==> config.mk <==
export PLATFORM = sky130hd
export DESIGN_NAME = iir_decim_flat
export DESIGN_NICKNAME = d
export VERILOG_FILES = /design/src/rtl/iir_pkg.sv /design/src/rtl/iir_decim_if.sv /design/src/rtl/iir_sync_fifo.sv /design/src/rtl/iir_decim.sv /design/src/flat_wrapper.sv
export SDC_FILE = /design/constraint.sdc
export NUM_CORES = 1
export LEC_CHECK = 0
export CORE_MARGIN = 8
export CORE_UTILIZATION = 47
export DETAILED_ROUTE_END_ITERATION = 16
export GPL_TIMING_DRIVEN = 0
export PLACE_DENSITY = 0.67
export SLEW_MARGIN = 30
export SYNTH_ARGS = -nofsm -noshare
export SYNTH_HDL_FRONTEND = slang
export SYNTH_SLANG_ARGS = --single-unit
==> constraint.sdc <==
create_clock -name clk -period 3.25 [get_ports clk]
set_clock_uncertainty 0.05 [all_clocks]
set_input_delay 0.65 -clock clk [delete_from_list [all_inputs] [get_ports clk]]
set_output_delay 0.65 -clock clk [all_outputs]
set_load 0.01 [all_outputs]
==> src/rtl/iir_pkg.sv <==
// Shared definitions for the IIR filter chain: sample width, default
// decimation/FIFO sizing and the signed sample type.
package iir_pkg;

  localparam int IIR_DATA_W     = 15;
  localparam int IIR_DECIM_LOG2 = 2;
  localparam int IIR_FIFO_AW    = 2;

  typedef logic signed [IIR_DATA_W-1:0] iir_sample_t;

endpackage

==> src/rtl/iir_decim_if.sv <==
// Sample-in / decimated-out bus of iir_decim. The master drives samples and
// the sink ready; the slave (iir_decim) returns the FIFO head and status.
interface iir_decim_if
  import iir_pkg::*;
#(
  parameter int DATA_W  = IIR_DATA_W,
  parameter int FIFO_AW = IIR_FIFO_AW
);
  // in_valid qualifies x_in for one edge and has no back-pressure. On the
  // output side a word moves on every edge where out_valid && out_ready;
  // out_valid never drops without that transfer and y_out holds meanwhile.
  logic [DATA_W-1:0]  x_in;
  logic               in_valid;
  logic [DATA_W-1:0]  y_out;
  logic               out_valid;
  logic               out_ready;
  logic [FIFO_AW:0]   level;
  logic               ovf;

  modport master (
    output x_in, in_valid, out_ready,
    input  y_out, out_valid, level, ovf
  );

  modport slave (
    input  x_in, in_valid, out_ready,
    output y_out, out_valid, level, ovf
  );

endinterface

==> src/rtl/iir_sync_fifo.sv <==
// First-word-fall-through synchronous FIFO; a push into a full FIFO is only
// taken when a pop happens on the same edge.
module iir_sync_fifo #(
  parameter int DATA_W  = 15,
  parameter int FIFO_AW = 2
) (
  input  logic               clk,
  input  logic               rst,
  input  logic               push,
  input  logic [DATA_W-1:0]  push_data,
  input  logic               pop,
  output logic [DATA_W-1:0]  pop_data,
  output logic               full,
  output logic               empty,
  output logic [FIFO_AW:0]   level
);

  localparam int DEPTH = 1 << FIFO_AW;

  logic [DATA_W-1:0]  mem [DEPTH];
  logic [FIFO_AW-1:0] wr_ptr;
  logic [FIFO_AW-1:0] rd_ptr;
  logic [FIFO_AW:0]   cnt;
  logic               do_push;
  logic               do_pop;

  assign empty   = (cnt == '0);
  assign full    = (cnt == (FIFO_AW+1)'(DEPTH));
  assign do_pop  = pop & ~empty;
  assign do_push = push & (~full | do_pop);

  // Storage carries no reset; the occupancy counter alone defines validity.
  always_ff @(posedge clk) begin
    if (do_push) mem[wr_ptr] <= push_data;
  end

  always_ff @(posedge clk) begin
    if (!rst) begin
      wr_ptr <= '0;
      rd_ptr <= '0;
      cnt    <= '0;
    end else begin
      if (do_push) wr_ptr <= wr_ptr + 1'b1;
      if (do_pop)  rd_ptr <= rd_ptr + 1'b1;
      case ({do_push, do_pop})
        2'b10:   cnt <= cnt + 1'b1;
        2'b01:   cnt <= cnt - 1'b1;
        default: cnt <= cnt;
      endcase
    end
  end

  assign pop_data = empty ? '0 : mem[rd_ptr];
  assign level    = cnt;

endmodule

==> src/rtl/iir_decim.sv <==
// Block-average decimator behind the IIR filter, results buffered in a FWFT
// FIFO. Define IIR_DECIM_ROUND_EN for round-half-up instead of floor.
module iir_decim
  import iir_pkg::*;
#(
  parameter int DATA_W     = IIR_DATA_W,
  parameter int DECIM_LOG2 = IIR_DECIM_LOG2,
  parameter int FIFO_AW    = IIR_FIFO_AW
) (
  input  logic        clk,
  input  logic        rst,
  iir_decim_if.slave  bus
);

  localparam int ACC_W = DATA_W + DECIM_LOG2;
  localparam int PH_W  = (DECIM_LOG2 > 0) ? DECIM_LOG2 : 1;
  localparam logic [PH_W-1:0] PH_LAST = PH_W'((1 << DECIM_LOG2) - 1);

  logic signed [DATA_W-1:0] x_s;
  logic signed [ACC_W-1:0]  x_ext;
  logic signed [ACC_W-1:0]  acc;
  logic signed [ACC_W-1:0]  sum;
  logic [PH_W-1:0]          phase;
  logic [DATA_W-1:0]        result;
  logic                     last;
  logic                     push;
  logic                     pop;
  logic                     full;
  logic                     empty;
  logic                     ovf;

  assign x_s   = bus.x_in;
  assign x_ext = ACC_W'(x_s);
  assign sum   = acc + x_ext;

`ifdef IIR_DECIM_ROUND_EN
  localparam int RND = (1 << DECIM_LOG2) / 2;
  logic signed [ACC_W:0] sum_w;
  // One extra bit so adding the half-LSB constant cannot wrap.
  assign sum_w  = (ACC_W+1)'(sum) + (ACC_W+1)'(RND);
  assign result = DATA_W'(sum_w >>> DECIM_LOG2);
`else
  assign result = DATA_W'(sum >>> DECIM_LOG2);
`endif

  assign last = (phase == PH_LAST);
  assign push = bus.in_valid & last;
  assign pop  = bus.out_valid & bus.out_ready;

  always_ff @(posedge clk) begin
    if (!rst) begin
      acc   <= '0;
      phase <= '0;
      ovf   <= 1'b0;
    end else begin
      if (bus.in_valid) begin
        if (last) begin
          acc   <= '0;
          phase <= '0;
        end else begin
          acc   <= sum;
          phase <= phase + 1'b1;
        end
      end
      // A full FIFO still takes the result when the sink pops on this edge.
      if (push && full && !pop) ovf <= 1'b1;
    end
  end

  iir_sync_fifo #(
    .DATA_W  (DATA_W),
    .FIFO_AW (FIFO_AW)
  ) u_fifo (
    .clk       (clk),
    .rst       (rst),
    .push      (push),
    .push_data (result),
    .pop       (pop),
    .pop_data  (bus.y_out),
    .full      (full),
    .empty     (empty),
    .level     (bus.level)
  );

  assign bus.out_valid = ~empty;
  assign bus.ovf       = ovf;

endmodule

==> src/flat_wrapper.sv <==
// flat-port wrapper written by rule: the top's interface ports become plain ports
module iir_decim_flat import iir_pkg::*;
#(
  parameter int DATA_W     = IIR_DATA_W,
  parameter int DECIM_LOG2 = IIR_DECIM_LOG2,
  parameter int FIFO_AW    = IIR_FIFO_AW
)
  (clk, rst, bus_x_in, bus_in_valid, bus_out_ready, bus_y_out, bus_out_valid, bus_level, bus_ovf);
  iir_decim_if #(.DATA_W(DATA_W), .FIFO_AW(FIFO_AW)) bus_i ();
  input  logic clk;
  input  logic rst;
  input wire logic [$bits(bus_i.x_in)-1:0] bus_x_in;
  input wire logic [$bits(bus_i.in_valid)-1:0] bus_in_valid;
  input wire logic [$bits(bus_i.out_ready)-1:0] bus_out_ready;
  output wire logic [$bits(bus_i.y_out)-1:0] bus_y_out;
  output wire logic [$bits(bus_i.out_valid)-1:0] bus_out_valid;
  output wire logic [$bits(bus_i.level)-1:0] bus_level;
  output wire logic [$bits(bus_i.ovf)-1:0] bus_ovf;
  assign bus_i.x_in = bus_x_in;
  assign bus_i.in_valid = bus_in_valid;
  assign bus_i.out_ready = bus_out_ready;
  assign bus_y_out = bus_i.y_out;
  assign bus_out_valid = bus_i.out_valid;
  assign bus_level = bus_i.level;
  assign bus_ovf = bus_i.ovf;
  iir_decim #(.DATA_W(DATA_W), .DECIM_LOG2(DECIM_LOG2), .FIFO_AW(FIFO_AW)) u_core (.clk(clk), .rst(rst), .bus(bus_i));
endmodule
==> impl_summary.log <==
INFO  metric outcome = complete, no violations
INFO  metric synthCells = between 300 and 400
INFO  metric remaining_drc_errors = 0
INFO  metric synth_sequential_area_ratio = 0.558
INFO  metric place.port_buffers = 37
INFO  metric setup-tns-final = 0 ns
INFO  metric area.growth.synth_to_final = 16.7%
INFO  metric area_taken_by_multi_input_logic_gates = 0.00178 sq mm
INFO  metric grt_max_degree = 16
INFO  metric pwr_density_cell = around 520 mW/mm^2
INFO  metric worstSetupPathType = in -> reg
INFO  metric synth-xor-area-share = 0.0328
INFO  metric critPathRequiredTime = about 3.3 ns
INFO  metric path_delay_family = compound AO/OA/AOI/OAI gates
INFO  metric n_fill_cell = 728
INFO  metric combinational_family_with_the_most_area_after_synthesis = simple AND/OR/NAND/NOR gates
INFO  metric first_drt_iteration_drcs = 103
INFO  metric synth_enable_flop_cells = 60
INFO  metric post_cts.repair.setup_buffers = 0
INFO  metric clk_pin_slew = 0.09 ns
INFO  metric timing.critical_path.cells = clkdlybuf4s50_1, ha_1, inv_1, fa_1, nand2b_1, a211oi_4, o2111ai_2, a21boi_1, and2b_1, xor2_2
INFO  metric grt_antenna_before_repair = 0
INFO  metric rows = 34
INFO  metric fp.dieW = 111 um
INFO  metric routed_via_density = 5.40
INFO  metric count_of_inserted_antenna_diode_cells = 0
INFO  metric tightest_slew = 0.791 ns
INFO  metric postRouteWirelength = 7900 um
INFO  metric setup.worst_path.end_class = register
INFO  metric max_stage_delay = 0.46 ns
INFO  metric worst_ir_drop_vdd = about 0.25 mV
INFO  metric wl_per_cell = 16.2 um
INFO  metric post_layout_nonfiller_instances = 489
INFO  metric maxCapViolations = 0
INFO  metric rsz0062_at_grt = no
INFO  metric synth.lib_cells_used.distinct = 49
INFO  metric area.sequential = 0.00238 sq mm
INFO  metric clk_latency = about 0.35 ns
INFO  metric final.period_utilization = 0.952
INFO  metric ios = 39
INFO  metric gp_congestion = 0.804
INFO  metric critPathMaxFanout = 4
INFO  metric dp_cells = approximately 480
INFO  metric commonest_non_fill_non_tap_cells_in_the_layout = sky130_fd_sc_hd__edfxtp_1, sky130_fd_sc_hd__clkdlybuf4s50_1, sky130_fd_sc_hd__dfxtp_1, sky130_fd_sc_hd__and2_1, sky130_fd_sc_hd__a21oi_1
INFO  metric groute.usage.overall = 0.129
INFO  metric worstSetupStartpointType = input port
INFO  metric final_setup_vio_count = 0
INFO  metric critical_path.slowest_cell = sky130_fd_sc_hd__clkdlybuf4s50_1
INFO  metric worst_slew_margin_rel = 0.473
INFO  metric worstPathBufferInverterCount = 2
INFO  metric synthesis.area_per_instance = approximately 13 sq um
INFO  metric worst_hold_slack = 0.424 ns
INFO  metric slew_violations = 0
INFO  metric synthesis.nets = 372
INFO  metric yosys_warnings = 0
INFO  metric cts_tree = done
INFO  metric drt_pass1_iterations = 4
INFO  metric cts_inserted_buffers = 9
INFO  metric synth_simple_gate_area_frac = 0.124
INFO  metric initial_core_util = 0.487
INFO  metric die_area = 0.0124 sq mm
INFO  metric totalPowerFinal = 2590 uW
INFO  metric clock_tree.buffer_depth = 2
INFO  metric ctsRootBufferMaster = sky130_fd_sc_hd__clkbuf_8
INFO  metric dominantRegCellSynth = sky130_fd_sc_hd__edfxtp_1
INFO  metric yosys_register_bits = around 90
INFO  metric worst-endpoint-arrival = 3.13 ns
INFO  metric place_hpwl = 5650 um
INFO  metric asyncSetResetFlopFracSynth = 0
INFO  metric grt_overflow_total = 0
INFO  metric fmaxAchievable = 323 MHz
INFO  metric die_height = 111 um
INFO  metric final_nets = 418
INFO  metric synth-adder-area-share = 0.0709
INFO  metric first_global_vias = 2,632
INFO  metric vias = 2,643
INFO  metric share_of_layout_cells_above_drive_strength_1 = 0.115
INFO  metric p_leak = 0.00178 uW
INFO  metric final_common_cell = sky130_fd_sc_hd__edfxtp_1
INFO  metric finalHoldViolCount = 0
INFO  metric netlist_area = 0.00427 sq mm
INFO  metric htreeDepth = 3
INFO  metric hp-class = reg -> reg
INFO  metric grt_pass1_wl = about 13,000 um
INFO  metric finalCoreUtilization = 0.568
INFO  metric min_period = 3.09 ns
INFO  metric clkSinkCount = 89
INFO  metric core-area = 0.00876 sq mm
INFO  metric muxShareOfSynthArea = 0.0862
INFO  metric antenna_left = 0
INFO  metric synth_compound_area_frac = 0.100
[kinds of logic after synthesis]
group                    after synthesis
AO/OA/AOI/OAI                         62
flip-flops                            89
multiplexers                          18
XOR/XNOR                              16
adder cells (fa/ha/maj)               23
AND/OR/NAND/NOR                       94
buffers and inverters                 28
[per-layer routing]
metal / global-route usage / routed length [um] / vias up
li1: - / - / 1311
met1: 0.166 / 3850 / 1283
met2: 0.201 / 3690 / 40
met3: 0.0265 / 233 / 9
met4: 0.0604 / 123 / 0
met5: 0 / 0 / -
[final cells by class]
class / count / share of cell area
Timing Repair Buffer: 37 / 0.0744
Inverter: 12 / 0.00905
Buffer: 14 / 0.0138
Sequential cell: 89 / 0.479
Clock buffer: 13 / 0.0342
Clock inverter: 3 / 0.00452
Tap cell: 108 / 0.0271
Multi-Input combinational cell: 213 / 0.358
[synth_stat cells, drive strengths merged (2+ instances only)]
cell,n,share of area
xnor2,11,0.023
a21o,5,0.0088
o211ai,4,0.0082
nand3,6,0.0070
o2111ai,2,0.0056
o21a,2,0.0035
clkbuf,11,0.010
and3,3,0.0044
and2,28,0.041
a31oi,4,0.0059
nor2,9,0.0079
ha,21,0.062
buf,5,0.0067
o31ai,2,0.0035
dfxtp,29,0.14
fa,2,0.0094
a21oi,23,0.027
nor2b,17,0.025
or3,3,0.0044
a22o,6,0.012
edfxtp,60,0.42
o21ai,4,0.0047
mux2i,3,0.0070
xor2,5,0.010
nand2,18,0.016
nand4,4,0.0059
inv,12,0.011
mux4,15,0.079
o21bai,2,0.0035
[tightest hold or removal path, stage by stage (launching register included)]
cell	delay, ns
sky130_fd_sc_hd__dfxtp_1	0.32
sky130_fd_sc_hd__nand2_1	0.05
sky130_fd_sc_hd__o31ai_1	0.06
[final timing paths]
path	from	to	slack (ns)	cells after the start
hold / removal	u_core.acc[15]$_SDFFE_PN0P_	u_core.acc[15]$_SDFFE_PN0P_	0.42	2
hold reg to reg	u_core.acc[15]$_SDFFE_PN0P_	u_core.acc[15]$_SDFFE_PN0P_	0.42	2
setup reg to reg	u_core.u_fifo.level[0]$_SDFFE_PN0P_	u_core.u_fifo.level[2]$_SDFFE_PN0P_	0.55	9
setup / recovery	bus_x_in[0]	u_core.u_fifo.mem[0][14]$_DFFE_PP_	0.16	10
[report_power, final]
part | switching, uW | internal, uW
logic | 304 | 218
clock network | 374 | 348
registers | 25.0 | 1320
total | 703 | 1890
[state kept, by name, indices dropped and copies added, names as in the netlist, named ones only]
| signal | count |
|---|---|
| u_core.u_fifo.mem | 60 |
| u_core.bus.ovf | 1 |
| u_core.u_fifo.wr_ptr | 2 |
| u_core.u_fifo.level | 3 |
| u_core.acc | 17 |
| u_core.phase | 2 |
| u_core.u_fifo.rd_ptr | 2 |
[through the flow]
| stage | instance area [sq um] | setup WS [ns] |
|---|---|---|
| after floorplan | 4270 | 0.581 |
| after global placement | 4770 | -0.199 |
| after detailed placement | 4770 | -0.301 |
| after CTS | 4970 | 0.0129 |
| after global routing | 4980 | 0.00495 |
| final | 4980 | 0.156 |
[timing repair]
action	CTS	global route
hold endpoints to repair	0	0
hold buffers	0	0
setup endpoints to repair	11	15
resized for setup	2	5
Note: power is estimated with default switching activity, not from simulation.
